$ cat config.mk
export PLATFORM = sky130hd
export DESIGN_NAME = intf_rd_arbiter
export DESIGN_NICKNAME = d
export VERILOG_FILES = /design/src/rtl/intf_rd_arbiter.sv
export SDC_FILE = /design/constraint.sdc
export NUM_CORES = 1
export LEC_CHECK = 0
export CAP_MARGIN = 10
export CORE_ASPECT_RATIO = 1.75
export CORE_UTILIZATION = 48
export CTS_BUF_LIST = sky130_fd_sc_hd__clkbuf_4 sky130_fd_sc_hd__clkbuf_8
export DETAILED_ROUTE_END_ITERATION = 10
export GPL_TIMING_DRIVEN = 0
export PLACE_DENSITY = 0.88
export SLEW_MARGIN = 20
export SYNTH_ARGS = -nofsm -noshare
export SYNTH_HDL_FRONTEND = slang
export SYNTH_SLANG_ARGS = --single-unit
$ cat constraint.sdc
create_clock -name clk -period 4.3 [get_ports clk]
set_clock_uncertainty 0.1 [all_clocks]
set_input_delay 0.43 -clock clk [delete_from_list [all_inputs] [get_ports clk]]
set_output_delay 0.43 -clock clk [all_outputs]
set_load 0.02 [all_outputs]
$ cat src/rtl/intf_rd_arbiter.sv
// Round-robin read arbiter for the shared intf bus: grants one requester at a
// time, drives the bus master side, waits the read latency and returns the
// captured data with a one-hot response strobe.
module intf_rd_arbiter #(
    parameter int NUM_REQ = 4,
    parameter int RD_LAT  = 2,
    parameter int AW      = 8,
    parameter int DW      = 8
) (
    input  logic                  clk,
    input  logic                  rst_n,
    input  logic [NUM_REQ-1:0]    req,
    input  logic [NUM_REQ*AW-1:0] req_addr,
    output logic [NUM_REQ-1:0]    gnt,
    output logic [NUM_REQ-1:0]    rsp_valid,
    output logic [DW-1:0]         rsp_data,
    output logic                  busy,
    output logic                  bus_read,
    output logic                  bus_enable,
    output logic [AW-1:0]         bus_addr,
    input  logic [DW-1:0]         bus_data
);

    localparam int IW = (NUM_REQ > 1) ? $clog2(NUM_REQ) : 1;
    localparam int CW = 4;

    typedef enum logic [1:0] {
        S_IDLE,
        S_ISSUE,
        S_WAIT
    } state_t;

    state_t               state_q, state_d;
    logic [IW-1:0]        ptr_q, ptr_d;
    logic [IW-1:0]        win_q, win_d;
    logic [CW-1:0]        cnt_q, cnt_d;
    logic [NUM_REQ-1:0]   gnt_q, gnt_d;
    logic [NUM_REQ-1:0]   rspValid_q, rspValid_d;
    logic [DW-1:0]        rspData_q, rspData_d;
    logic                 busRead_q, busRead_d;
    logic                 busEnable_q, busEnable_d;
    logic [AW-1:0]        busAddr_q, busAddr_d;

    logic [IW-1:0]        pick;
    logic                 pickValid;
    logic [IW-1:0]        scanIdx;

    // Round-robin search: first set req bit starting just above the last winner.
    always_comb begin
        pickValid = 1'b0;
        pick      = ptr_q;
        scanIdx   = '0;
        for (int k = 1; k <= NUM_REQ; k++) begin
            scanIdx = IW'((int'(ptr_q) + k) % NUM_REQ);
            if (!pickValid && req[scanIdx]) begin
                pickValid = 1'b1;
                pick      = scanIdx;
            end
        end
    end

    // Next-state and registered-output logic; strobes default low every cycle.
    always_comb begin
        state_d     = state_q;
        ptr_d       = ptr_q;
        win_d       = win_q;
        cnt_d       = cnt_q;
        gnt_d       = '0;
        rspValid_d  = '0;
        rspData_d   = rspData_q;
        busRead_d   = 1'b0;
        busEnable_d = 1'b0;
        busAddr_d   = busAddr_q;
        case (state_q)
            S_IDLE: begin
                if (pickValid) begin
                    gnt_d       = NUM_REQ'(1) << pick;
                    busEnable_d = 1'b1;
                    busRead_d   = 1'b1;
                    busAddr_d   = req_addr[int'(pick)*AW +: AW];
                    ptr_d       = pick;
                    win_d       = pick;
                    state_d     = S_ISSUE;
                end
            end
            S_ISSUE: begin
                cnt_d   = CW'(RD_LAT - 1);
                state_d = S_WAIT;
            end
            S_WAIT: begin
                if (cnt_q != '0) begin
                    cnt_d = cnt_q - 1'b1;
                end else begin
                    rspData_d  = bus_data;
                    rspValid_d = NUM_REQ'(1) << win_q;
                    state_d    = S_IDLE;
                end
            end
            default: begin
                state_d = S_IDLE;
            end
        endcase
    end

    // State and output registers; reset aborts any in-flight read immediately.
    always_ff @(posedge clk or negedge rst_n) begin
        if (!rst_n) begin
            state_q     <= S_IDLE;
            ptr_q       <= IW'(NUM_REQ - 1);
            win_q       <= '0;
            cnt_q       <= '0;
            gnt_q       <= '0;
            rspValid_q  <= '0;
            rspData_q   <= '0;
            busRead_q   <= 1'b0;
            busEnable_q <= 1'b0;
            busAddr_q   <= '0;
        end else begin
            state_q     <= state_d;
            ptr_q       <= ptr_d;
            win_q       <= win_d;
            cnt_q       <= cnt_d;
            gnt_q       <= gnt_d;
            rspValid_q  <= rspValid_d;
            rspData_q   <= rspData_d;
            busRead_q   <= busRead_d;
            busEnable_q <= busEnable_d;
            busAddr_q   <= busAddr_d;
        end
    end

    assign gnt        = gnt_q;
    assign rsp_valid  = rspValid_q;
    assign rsp_data   = rspData_q;
    assign busy       = (state_q != S_IDLE);
    assign bus_read   = busRead_q;
    assign bus_enable = busEnable_q;
    assign bus_addr   = busAddr_q;

endmodule

Word level (Yosys, flattened, before mapping) --
Cells that the tools add are included.
Word-level totals: output and inout bits 27, register bits 35, logic and storage cells 68
Operators by class: order comparisons 4, eq/ne operators 5, bitwise operators 1, add/subtract/negate cells 5, shifts and indexed selects 3, multiplexer cells 27, reduce and logical (&&, ||, !) cells 14
Operators by type and width (number):
- $shiftx A32 B6 Y8 | 1
- $mux W4 | 5
- $lt A2 B3 Y1 const B | 4
- $mux W2 | 6
- $mux W1 | 10
- $bmux W1 S2 | 4
- $pmux W4 S2 | 1
- $reduce_and A2 Y1 | 4
- $shl A1 B2 Y4 const A | 2
- $ne A2 B2 Y1 const B | 3
- $pmux W2 S3 | 1
- $add A2 B1 Y2 const B | 2
- $add A2 B2 Y2 const B | 2
- $reduce_bool A2 Y1 | 2
- $reduce_bool A4 Y1 | 1
- $sub A4 B1 Y4 const B | 1
- $logic_and A1 B1 Y1 | 3
- $logic_not A1 Y1 | 3
- $eq A2 B1 Y1 const B | 1
- $eq A2 B2 Y1 const B | 1
- $logic_not A2 Y1 | 1
- $not A1 Y1 | 1

Logic depth before layout (Yosys ltp) --
depth in word-level cells 16, depth in mapped cells 7, mapped depth without buffers 7

Least setup slack after synthesis --
OpenSTA, ideal clock, no wires.
path kind reg2reg, start point reg ptr_q[1], end point reg busAddr_q[0] (netlist: bus_addr[0]), data required time 4120 ps, path slack 2410 ps, cell stages (with the launch flop) 8, clock period less this slack 1890 ps, buffers on the path 2, data arrival time 1710 ps, library setup time 80 ps, cell sequence dfstp_2 -> buf_2 -> mux2i_1 -> nor2_1 -> nor3_1 -> buf_2 -> mux2_2 -> o211ai_2
Between the ends: word-level cells in the longest chain between the ends 14, elaborated cells between the ends (all ways) 28
Ends and longest elaborated chain:
- start: declaration | RTL line 34 | logic [IW-1:0] ptr_q, ptr_d;
- start signal: assignment | RTL line 109 | ptr_q <= IW'(NUM_REQ - 1);
- start signal: assignment | RTL line 120 | ptr_q <= ptr_d;
- $add A2 B1 Y2 | RTL line 54 | scanIdx = IW'((int'(ptr_q) + k) % NUM_REQ);
- $bmux W1 S2 | RTL line 55 | if (!pickValid && req[scanIdx]) begin
- $mux W1 (not written as such) | RTL line 55
- $mux W1 | RTL line 55
- $logic_not A1 Y1 | RTL line 55
- $logic_and A1 B1 Y1 | RTL line 55
- $mux W1 | RTL line 55
- $logic_not A1 Y1 | RTL line 55
- $logic_and A1 B1 Y1 | RTL line 55
- $mux W1 | RTL line 55
- $logic_not A1 Y1 | RTL line 55
- $logic_and A1 B1 Y1 | RTL line 55
- $mux W2 / $mux W1 (equally long branches) | RTL line 55
- $shiftx A32 B6 Y8 / $reduce_and A2 Y1 (equally long branches)
- end signal: assignment | RTL line 128 | busAddr_q <= busAddr_d;
- end: declaration | RTL line 42 | logic [AW-1:0] busAddr_q, busAddr_d;
Several ways; a longest one is shown, not always the timed one. The select of a mux whose other input is x is not followed. A chain may end at the register's enable or synchronous reset.

Worst setup path after layout --
start point reg state_q[1], end point out busy
Between the ends: word-level cells in the longest chain between the ends 1
Ends and longest elaborated chain:
- start: declaration | RTL line 33 | state_t state_q, state_d;
- start signal: assignment | RTL line 119 | state_q <= state_d;
- $reduce_bool A2 Y1 | RTL line 135 | assign busy = (state_q != S_IDLE);
- end: declaration | RTL line 17 | output logic busy,
No other way between the ends.

==> impl_metrics.tcl <==
set metrics [dict create \
    finalNetCount 312 \
    worst-path-max-fanout 8 \
    grt_use_total 0.241 \
    initial_core_util 0.500 \
    postSynthRegisterBits 35 \
    synth_cells 183 \
    grt_pass1_wl_um 6960 \
    cp.required_ps 3770 \
    worst_ir_drop_vdd_mv 0.485 \
    synth_edf_count 0 \
    core_area_um2 3590 \
    cts_max_path_buffers 2 \
    worstPathArrival_ps 1580 \
    drt.antenna.violating_nets 0 \
    cts.repair_timing.setup_buffer_count 0 \
    area_leader_netlist "sky130_fd_sc_hd__dfrtp_1" \
    timing.max_slew.rel_slack 0.634 \
    timing.final.hold_violations 0 \
    routed_via_density 5.21 \
    pin_count_of_the_biggest_net_entering_global_routing 19 \
    layout-drive-gt1-share 0.147 \
    ys_top_cells_by_area "sky130_fd_sc_hd__dfrtp_1 (46%), sky130_fd_sc_hd__nand2_1 (8.4%), sky130_fd_sc_hd__o211ai_2 (5.6%)" \
    worst_slew_pin_slew_ps 547 \
    critical_path_depth 2 \
    wl_um 4230 \
    firstDrtPassIters 4 \
    n_antenna_cell 0 \
    dp_slack_ps 2040 \
    critPathKind "flop to output pin" \
    die-area_um2 4000 \
    critical_path_max_stage_delay_ps 550 \
    placed_cells_incl_taps 302 \
    r2r_cells 7 \
    fin_total_pwr_mw 1.84 \
    setup.worst_path.end_class "output pin" \
    critical_path.slowest_cell "sky130_fd_sc_hd__clkdlybuf4s50_1" \
    ctsHtreeMaxLevel 2 \
    holdWs_ps 375 \
    dp.final_hpwl_um 3270 \
    cts_tree "yes" \
    gpl.final_weighted_congestion 0.779 \
    timing.critical_path.from_type "flop" \
    cap_viol_max_count 0 \
    synth_cell_types 35 \
    leading_cell_type_in_the_layout_fill_and_taps_excluded "sky130_fd_sc_hd__clkdlybuf4s50_1" \
    cell_area_after_layout_um2 2700 \
    worstHoldPathType "flop to flop" \
    maxSlewViolCount 0 \
    post_layout_nonfiller_instances 311 \
    crit_buf_inv 1 \
    seq_area_frac_synth 0.489 \
    placedInstanceArea_um2 2600 \
    drt_drc_violations_left 0 \
    ys_dominant_reg_cell "sky130_fd_sc_hd__dfrtp_1" \
    std_cell_rows 29 \
    post_synth_instance_area_um2 1800 \
    whs_path_depth 2 \
    clkTransAtPathRegs_ps 70 \
    tritoncts.num_buffers 5 \
    gr-total-overflow 0 \
    power.density_nw_per_um2 681 \
    timing.fmax_mhz 474 \
    crit_path_setup_slack_layout_ps 2190 \
    utilization 0.750 \
    layout.cells.most_common_list "sky130_fd_sc_hd__clkdlybuf4s50_1 (71), sky130_fd_sc_hd__nand2_1 (40), sky130_fd_sc_hd__dfrtp_1 (33), sky130_fd_sc_hd__nand3_1 (16)" \
    post_drt_wl_per_cell_um 13.6 \
    grt_pass1_vias 1706 \
    clk_latency_ps 290 \
    setup_tns_ps 0 \
    die_x_um 48.2 \
    total_nets_after_synthesis 231 \
    result_of_the_run "complete, no violations" \
    clock_sinks 35 \
    routed-via-count 1620 \
    drt_first_iter_violations 35 \
    antenna_found_initial 0 \
    numPortBuffers 72 \
    cp_top_family "buffers and inverters" \
    layout_min_cycle_time_ps 2110 \
    pin_count 73 \
    final-setup-viol-count 0 \
    cts_root_buf "sky130_fd_sc_hd__clkbuf_8" \
    overall_die_height_um 82.9 \
    synth-async-reset-ratio 1.00 \
    power.leakage_nw 1.19 \
    cp_cell_sequence "or2_1 > clkdlybuf4s50_1" \
    synth-warning-count 0 \
    unrepaired_setup_endpoints_after_global_routing "false" \
    flow.area_growth_from_synthesis_pct 50.1 \
    post_synth.cell_area_avg_um2 9.81 \
    period_share 0.490 \
    yosys.area.top_type_share 0.460 \
]
-- flip-flops by register name, summed over array words and instances (netlist names) --
name	flops
ptr_q	2
state_q	2
win_q	2
rsp_valid	4
cnt_q	4
rsp_data	8
bus_addr	8
gnt	4
bus_enable	1
-- power breakdown --
part           internal [mW]  switching (mW)
Sequential             0.473          0.0859
Combinational          0.492           0.552
Clock                  0.112           0.121
-- kinds of logic after synthesis --
group                    count (synthesis)  share of synthesized area
AND/OR/NAND/NOR                         85                      0.219
flip-flops                              35                      0.489
AO/OA/AOI/OAI                           25                      0.116
buffers and inverters                   19                     0.0613
multiplexers                            17                      0.100
adder cells (fa/ha/maj)                  2                     0.0139
-- metal layers --
metal,vias up,track usage,wire (µm)
met5,-,0,0
met4,0,0.121,142
met3,12,0.0500,137
met2,49,0.433,2470
met1,776,0.228,1480
li1,783,-,-
-- worst register-to-register path, delay by kind of cell (launching register included) --
| family | cells | cell delay (ps) |
|---|---|---|
| simple gates | 2 | 250 |
| flops | 1 | 520 |
| mux | 2 | 590 |
| buf+inv | 2 | 470 |
| compound gates | 1 | 70 |
-- cells in the mapped netlist, types with 3 or more instances --
master                      n
sky130_fd_sc_hd__a21oi_1    4
sky130_fd_sc_hd__inv_1      5
sky130_fd_sc_hd__mux2i_1    9
sky130_fd_sc_hd__o211ai_2   8
sky130_fd_sc_hd__nor3_1     5
sky130_fd_sc_hd__nand2_1   40
sky130_fd_sc_hd__nor2_1     9
sky130_fd_sc_hd__nor3b_1    3
sky130_fd_sc_hd__clkbuf_1   3
sky130_fd_sc_hd__dfrtp_1   33
sky130_fd_sc_hd__buf_2      6
sky130_fd_sc_hd__nand3_1   16
sky130_fd_sc_hd__nand2b_1   3
sky130_fd_sc_hd__mux2_2     8
sky130_fd_sc_hd__o21ai_0    3
-- timing repair --
item	in CTS	in global routing
hold buffers	1	0
gates resized for setup	0	0
endpoints found under the hold margin	15	0
-- final timing paths --
check,from,end,slack [ps]
worst min-delay path,rsp_data[7],rsp_data[7],380
worst max register to register,ptr_q[1],bus_addr[6],2240
max in group asynchronous,rst_n,cnt_q[3],3150
worst min register to register,rsp_data[7],rsp_data[7],380
min in group asynchronous,rst_n,rsp_data[2],520
worst max-delay path,state_q[1],busy,2190
-- final cells by class --
type,instances,area [µm²]
Multi-Input combinational cell,129,807
Tap cell,46,57.6
Sequential cell,35,878
Fill cell,237,897
Timing Repair Buffer,74,753
Clock inverter,3,20.0
Buffer,12,78.8
Clock buffer,5,68.8
Inverter,7,31.3
(Power assumes the default switching activity.)
